File: src/rtl/wb_burst_initiator_if.sv
// Wishbone bus bundle between the burst initiator and its slave.
// The master modport is the initiator side.
interface wb_burst_initiator_if #(
    parameter int DATA_WIDTH = 128,
    parameter int ADR_WIDTH  = 5
);
    logic                  strobe_o;
    logic                  we_o;
    logic [ADR_WIDTH-1:0]  adr_o;
    logic [DATA_WIDTH-1:0] wb_data_o;
    logic                  ack_i;
    logic                  error_i;
    logic [DATA_WIDTH-1:0] wb_data_i;

    modport master (
        output strobe_o,
        output we_o,
        output adr_o,
        output wb_data_o,
        input  ack_i,
        input  error_i,
        input  wb_data_i
    );

    modport slave (
        input  strobe_o,
        input  we_o,
        input  adr_o,
        input  wb_data_o,
        output ack_i,
        output error_i,
        output wb_data_i
    );
endinterface

File: src/rtl/wb_burst_initiator.sv
// Wishbone burst initiator: turns host requests into strobed beats
// with a one-cycle gap, and reports OK / error / timeout per request.
module wb_burst_initiator #(
    parameter int DATA_WIDTH     = 128,
    parameter int ADR_WIDTH      = 5,
    parameter int COUNT_WIDTH    = 8,
    parameter int TIMEOUT_CYCLES = 16
) (
    input  logic                   clock,
    input  logic                   reset,
    input  logic                   req_valid,
    output logic                   req_ready,
    input  logic                   req_we,
    input  logic [ADR_WIDTH-1:0]   req_adr,
    input  logic [COUNT_WIDTH-1:0] req_count,
    input  logic [DATA_WIDTH-1:0]  wr_data,
    output logic                   wr_data_pop,
    output logic [DATA_WIDTH-1:0]  rd_data,
    output logic                   rd_valid,
    output logic                   done,
    output logic [1:0]             status,
    output logic [COUNT_WIDTH:0]   beats_done,
    wb_burst_initiator_if.master   bus
);
    localparam int BW = COUNT_WIDTH + 1;
    localparam int TW = $clog2(TIMEOUT_CYCLES + 1);
    localparam logic [TW-1:0] TMO_LAST = TW'(TIMEOUT_CYCLES - 1);

    localparam logic [1:0] ST_OK  = 2'b00;
    localparam logic [1:0] ST_ERR = 2'b01;
    localparam logic [1:0] ST_TMO = 2'b10;

    typedef enum logic [1:0] {
        S_IDLE,
        S_STROBE,
        S_GAP,
        S_DONE
    } state_t;

    state_t state;
    state_t next;

    logic                  we_q;
    logic [ADR_WIDTH-1:0]  adr_q;
    logic [DATA_WIDTH-1:0] wdata_q;
    logic [BW-1:0]         beats_left;
    logic [BW-1:0]         acked;
    logic [TW-1:0]         timer;

    logic accept;
    logic take_ack;
    logic take_err;
    logic take_tmo;

    always_ff @(posedge clock or negedge reset) begin
        if (!reset) begin
            state <= S_IDLE;
        end else begin
            state <= next;
        end
    end

    always_comb begin
        next     = state;
        accept   = 1'b0;
        take_ack = 1'b0;
        take_err = 1'b0;
        take_tmo = 1'b0;
        unique case (state)
            S_IDLE: begin
                if (req_valid) begin
                    accept = 1'b1;
                    next   = S_STROBE;
                end
            end
            S_STROBE: begin
                // error beats ack, and ack beats the timeout
                if (bus.error_i) begin
                    take_err = 1'b1;
                    next     = S_DONE;
                end else if (bus.ack_i) begin
                    take_ack = 1'b1;
                    if (beats_left == BW'(1)) begin
                        next = S_DONE;
                    end else begin
                        next = S_GAP;
                    end
                end else if (timer == TMO_LAST) begin
                    take_tmo = 1'b1;
                    next     = S_DONE;
                end
            end
            S_GAP: begin
                next = S_STROBE;
            end
            S_DONE: begin
                next = S_IDLE;
            end
            default: begin
                next = S_IDLE;
            end
        endcase
    end

    always_ff @(posedge clock or negedge reset) begin
        if (!reset) begin
            we_q        <= 1'b0;
            adr_q       <= '0;
            wdata_q     <= '0;
            beats_left  <= '0;
            acked       <= '0;
            timer       <= '0;
            rd_data     <= '0;
            rd_valid    <= 1'b0;
            wr_data_pop <= 1'b0;
            status      <= ST_OK;
            beats_done  <= '0;
        end else begin
            rd_valid    <= 1'b0;
            wr_data_pop <= 1'b0;

            if (accept) begin
                we_q       <= req_we;
                adr_q      <= req_adr;
                wdata_q    <= wr_data;
                beats_left <= {1'b0, req_count} + BW'(1);
                acked      <= '0;
                timer      <= '0;
            end

            if (state == S_GAP) begin
                wdata_q <= wr_data;
                timer   <= '0;
            end

            if (state == S_STROBE) begin
                timer <= timer + TW'(1);
            end

            if (take_ack) begin
                beats_left <= beats_left - BW'(1);
                acked      <= acked + BW'(1);
                if (we_q) begin
                    wr_data_pop <= 1'b1;
                end else begin
                    rd_data  <= bus.wb_data_i;
                    rd_valid <= 1'b1;
                end
            end

            if (state == S_STROBE && next == S_DONE) begin
                beats_done <= take_ack ? acked + BW'(1) : acked;
                if (take_err) begin
                    status <= ST_ERR;
                end else if (take_tmo) begin
                    status <= ST_TMO;
                end else begin
                    status <= ST_OK;
                end
            end
        end
    end

    assign req_ready     = (state == S_IDLE);
    assign done          = (state == S_DONE);
    assign bus.strobe_o  = (state == S_STROBE);
    assign bus.we_o      = we_q;
    assign bus.adr_o     = adr_q;
    assign bus.wb_data_o = wdata_q;
endmodule
File: src/flat_wrapper.sv
// flat-port wrapper written by rule: the top's interface ports become plain ports
module wb_burst_initiator_flat 
#(
    parameter int DATA_WIDTH     = 128,
    parameter int ADR_WIDTH      = 5,
    parameter int COUNT_WIDTH    = 8,
    parameter int TIMEOUT_CYCLES = 16
)
  (clock, reset, req_valid, req_ready, req_we, req_adr, req_count, wr_data, wr_data_pop, rd_data, rd_valid, done, status, beats_done, bus_strobe_o, bus_we_o, bus_adr_o, bus_wb_data_o, bus_ack_i, bus_error_i, bus_wb_data_i);
  wb_burst_initiator_if #(.DATA_WIDTH(DATA_WIDTH), .ADR_WIDTH(ADR_WIDTH)) bus_i ();
  input  logic clock;
  input  logic reset;
  input  logic req_valid;
  output logic req_ready;
  input  logic req_we;
  input  logic [ADR_WIDTH-1:0] req_adr;
  input  logic [COUNT_WIDTH-1:0] req_count;
  input  logic [DATA_WIDTH-1:0] wr_data;
  output logic wr_data_pop;
  output logic [DATA_WIDTH-1:0] rd_data;
  output logic rd_valid;
  output logic done;
  output logic [1:0] status;
  output logic [COUNT_WIDTH:0] beats_done;
  output wire logic [$bits(bus_i.strobe_o)-1:0] bus_strobe_o;
  output wire logic [$bits(bus_i.we_o)-1:0] bus_we_o;
  output wire logic [$bits(bus_i.adr_o)-1:0] bus_adr_o;
  output wire logic [$bits(bus_i.wb_data_o)-1:0] bus_wb_data_o;
  input wire logic [$bits(bus_i.ack_i)-1:0] bus_ack_i;
  input wire logic [$bits(bus_i.error_i)-1:0] bus_error_i;
  input wire logic [$bits(bus_i.wb_data_i)-1:0] bus_wb_data_i;
  assign bus_strobe_o = bus_i.strobe_o;
  assign bus_we_o = bus_i.we_o;
  assign bus_adr_o = bus_i.adr_o;
  assign bus_wb_data_o = bus_i.wb_data_o;
  assign bus_i.ack_i = bus_ack_i;
  assign bus_i.error_i = bus_error_i;
  assign bus_i.wb_data_i = bus_wb_data_i;
  wb_burst_initiator #(.DATA_WIDTH(DATA_WIDTH), .ADR_WIDTH(ADR_WIDTH), .COUNT_WIDTH(COUNT_WIDTH), .TIMEOUT_CYCLES(TIMEOUT_CYCLES)) u_core (.clock(clock), .reset(reset), .req_valid(req_valid), .req_ready(req_ready), .req_we(req_we), .req_adr(req_adr), .req_count(req_count), .wr_data(wr_data), .wr_data_pop(wr_data_pop), .rd_data(rd_data), .rd_valid(rd_valid), .done(done), .status(status), .beats_done(beats_done), .bus(bus_i));
endmodule
File: config.mk
export PLATFORM = sky130hd
export DESIGN_NAME = wb_burst_initiator_flat
export DESIGN_NICKNAME = d
export VERILOG_FILES = /design/src/rtl/wb_burst_initiator_if.sv /design/src/rtl/wb_burst_initiator.sv /design/src/flat_wrapper.sv
export SDC_FILE = /design/constraint.sdc
export NUM_CORES = 1
export LEC_CHECK = 0
export BUFFER_PORTS_ARGS = -buffer_cell sky130_fd_sc_hd__clkbuf_2
export CAP_MARGIN = 15
export CORE_AREA = 3 3 216 218
export CTS_CLUSTER_SIZE = 25
export DETAILED_ROUTE_END_ITERATION = 10
export DIE_AREA = 0 0 219 221
export GPL_TIMING_DRIVEN = 0
export PLACE_DENSITY = 0.49
export SLEW_MARGIN = 20
export SYNTH_ARGS = -nofsm -noshare
export SYNTH_HDL_FRONTEND = slang
export SYNTH_SLANG_ARGS = --single-unit
File: constraint.sdc
create_clock -name clock -period 2.6 [get_ports clock]
set_input_delay 0.39 -clock clock [delete_from_list [all_inputs] [get_ports clock]]
set_output_delay 0.39 -clock clock [all_outputs]
set_load 0.02 [all_outputs]
==> flow_summary_export.csv <==
group,metric,value,unit
yosys,syn_area_per_cell,15.0,sq um
setup_path,path_cells,"inv_1 -> ha_1 -> and2_0 -> nor2_4 -> buf_2 -> buf_2 -> mux2_2",
setup_path,ff2ff_setup_slack,210,ps
setup_path,cp-endpoint,"u_core.bus.wb_data_o[18]$_DFFE_PN0P_",
sta,setup_ws,212,ps
cts,cts_buffers,37,
setup_path,cpPeakStageDelay,430,ps
pwr,irDropWorstVdd,660,uV
die,dieArea,48400,sq um
setup_path,reg2reg_depth,7,
pwr,powerDensity,1370,nW/um^2
global_routing,globalRoute.totalOverflow,0,
die,die_w,219,um
setup_path,crit_type,"flip-flop to flip-flop",
cells_and_area,final_cell_mix,"551 x clkbuf_2, 300 x dfrtp_1, 257 x mux2_2",
cts,clk-insertion-delay-late,520,ps
global_routing,grt_max_degree,87,
routing,routed_wl,37500,um
setup_path,crit_buf_inv,3,
sta,finalClockSkew,9.33,ps
cells_and_area,area_delta_synth_final,40.2,%
sta,min_period,2390,ps
flow_run,drv_cap,0,
setup_path,r2r-start,"u_core.state[0]$_DFF_PN0_",
sta,relSlewSlack,60.2,%
die,start_util,26.2,%
sta,finalMaxSlewViolations,0,
yosys,ys.flop_type,"dfrtp_1",
cells_and_area,final_area,16600,sq um
cts,cts_buffer_depth,3,
yosys,synth_edf_count,0,
global_routing,grt_usage,15.0,%
routing,detail-route-antenna-nets,0,
setup_path,path_common_cell,"buf_2",
cells_and_area,drive_gt1_share,64.9,%
global_routing,antenna_found_initial,3,
routing,drt_iter0_markers,267,
placement,pre_cts_slack,-393,ps
die,io_pins,553,
yosys,synth-simple-area-share,3.97,%
placement,dpl_cell_area,15400,sq um
sta,final.period_utilization,91.8,%
cells_and_area,multi_input_area,4120,sq um
routing,wl_per_cell,18.7,um
cells_and_area,layout.cells.most_common,"clkbuf_2",
yosys,netlist_area,11800,sq um
cts,ctsHtreeMaxLevel,2,
yosys,syn_nets,1074,
yosys,ys_warn_count,0,
placement,gp_congestion,0.787,
cells_and_area,register_area,7510,sq um
routing,drc,0,
routing,vias_per_cell,4.34,
placement,io_buffers,552,
hold_path,min_path_type,"input pin to flip-flop",
routing,first_pass_iters,4,
cts,cts_tree,"yes",
yosys,synth_xor_area_share,0.962,%
global_routing,grt_pass1_vias,8977,
cells_and_area,fill_cells,4530,
setup_path,end_kind,"flip-flop",
setup_path,r2r-end,"u_core.bus.wb_data_o[18]$_DFFE_PN0P_",
global_routing,grt_pass1_wl,55900,um
setup_path,cpLargestDelayFamily,"buffers and inverters",
yosys,synthMuxAreaShare,25.7,%
setup_path,cp.depth,7,
setup_path,cp_max_fo,10,
die,die_h,221,um
cells_and_area,n_antenna_cell,0,
die,num_rows,78,
cts,clk_pin_slew,60,ps
die,core_region_area,45100,sq um
sta,worstMarginPinSlew,597,ps
yosys,yosys_register_bits,300,
placement,dp.final_hpwl,29800,um
cells_and_area,fin_nets,1669,
setup_path,cp-startpoint,"u_core.state[0]$_DFF_PN0_",
sta,rsz0062_at_grt,"true",
cts,root_buffer,"clkbuf_16",
setup_path,start_kind,"flip-flop",
setup_path,cp_slowest_cell,"dfrtp_1",
setup_path,arrival,2780,ps
yosys,ys_seq_area_share,63.5,%
yosys,synthDistinctLibCells,48,
routing,via_count,8702,
cts,cts_sinks,300,
sta,whs,59.1,ps
yosys,synth-compound-area-share,2.95,%
sta,max_clock_freq,419,MHz
status,status,"complete, no violations",
yosys,synth_top_family_by_area,"multiplexers",
pwr,leakage,8.18,nW
setup_path,worst_ep_required_time,3000,ps
sta,finalSetupViolCount,0,
yosys,synthAdderAreaFrac,1.16,%
yosys,syn_inst,788,
sta,hold_viol,0,
yosys,async_reset_ff_share,100,%
## through the flow
stage	power (mW)	instances	util, %	TNS, ps
after detailed placement	18.1	1943	34.2	-55980
after CTS	23.1	2003	36.8	0
final	22.7	2003	36.8	0
after global placement	17.9	1940	34.0	-1739880
after global routing	24.0	2003	36.8	-1.65
after floorplan	14.2	788	-	0
## sequential cells by signal (all words and copies together), names as in the netlist, 5 cells and up
register              cells
u_core.acked              9
u_core.timer              5
u_core.beats_left         9
u_core.bus.adr_o          5
u_core.rd_data          128
u_core.beats_done         9
u_core.bus.wb_data_o    128
## worst min-delay path by stage
stage	start	to	slack, ps	cells after the start
detailed placement	reset	u_core.rd_data[24]$_DFFE_PN0P_	430	1
CTS	req_adr[2]	u_core.bus.adr_o[2]$_DFFE_PN0P_	10	3
global route	req_adr[1]	u_core.bus.adr_o[1]$_DFFE_PN0P_	30	3
finish	req_adr[2]	u_core.bus.adr_o[2]$_DFFE_PN0P_	60	3
global placement	u_core.bus.adr_o[1]$_DFFE_PN0P_	u_core.bus.adr_o[1]$_DFFE_PN0P_	460	2
floorplan	reset	u_core.acked[0]$_DFFE_PN0P_	90	0
## worst register-to-register path, stage by stage, from the launching register on
cell	delay [ps]
dfrtp_1	430
inv_1	90
ha_1	280
and2_0	290
nor2_4	200
buf_2	280
buf_2	320
mux2_2	380
## power by group
group	switching, mW	internal [mW]
registers	1.18	6.91
clock network	1.94	2.87
logic	5.74	4.01
total	8.86	13.8
## cell families after synthesis
| group | count (synthesis) |
|---|---|
| flops | 300 |
| mux | 267 |
| simple gates | 96 |
| compound gates | 56 |
| buf+inv | 45 |
| xor+xnor | 13 |
| fa+ha+maj | 11 |
## layer usage
metal | track usage [%] | part of all wire (%) | up-vias
met1 | 17.1 | 38 | 4299
met2 | 26.0 | 50 | 348
li1 | - | - | 3973
met5 | 0 | 0.11 | -
met4 | 5.27 | 3.0 | 6
met3 | 5.26 | 9.3 | 76
## cell usage after synthesis, types with 3 or more instances
master	count	share of area, %
nand2b_1	3	0.16
a31oi_1	5	0.26
nor2_1	13	0.41
xor2_1	4	0.30
a21oi_1	5	0.21
buf_2	28	1.2
nor3_1	3	0.13
nand3_1	9	0.38
and3_1	7	0.37
ha_1	11	1.2
mux2_2	257	24
clkbuf_1	5	0.16
o21ai_0	29	1.2
dfrtp_1	300	63
nand2_1	39	1.2
nand4_1	5	0.26
xnor2_1	9	0.67
mux2_4	9	1.1
nand3b_1	3	0.19
inv_1	10	0.32
## what timing repair did
action,4_1_cts,5_1_grt
gates resized for setup,7,6
buffers inserted,0,0
setup endpoints to repair,229,142
pin swaps,0,0
hold buffers,1,0
endpoints found under the hold margin,65,0
cloned,0,0
## layout make-up
cell class	instances	share of cell area, %
clock buffer	52	6.28
sequential	300	45.3
buffer	35	1.18
inverter	10	0.226
tap	600	4.53
multi-input combinational	443	24.8
clock inverter	7	0.430
timing repair buffer	556	17.3
(Power assumes the default switching activity.)
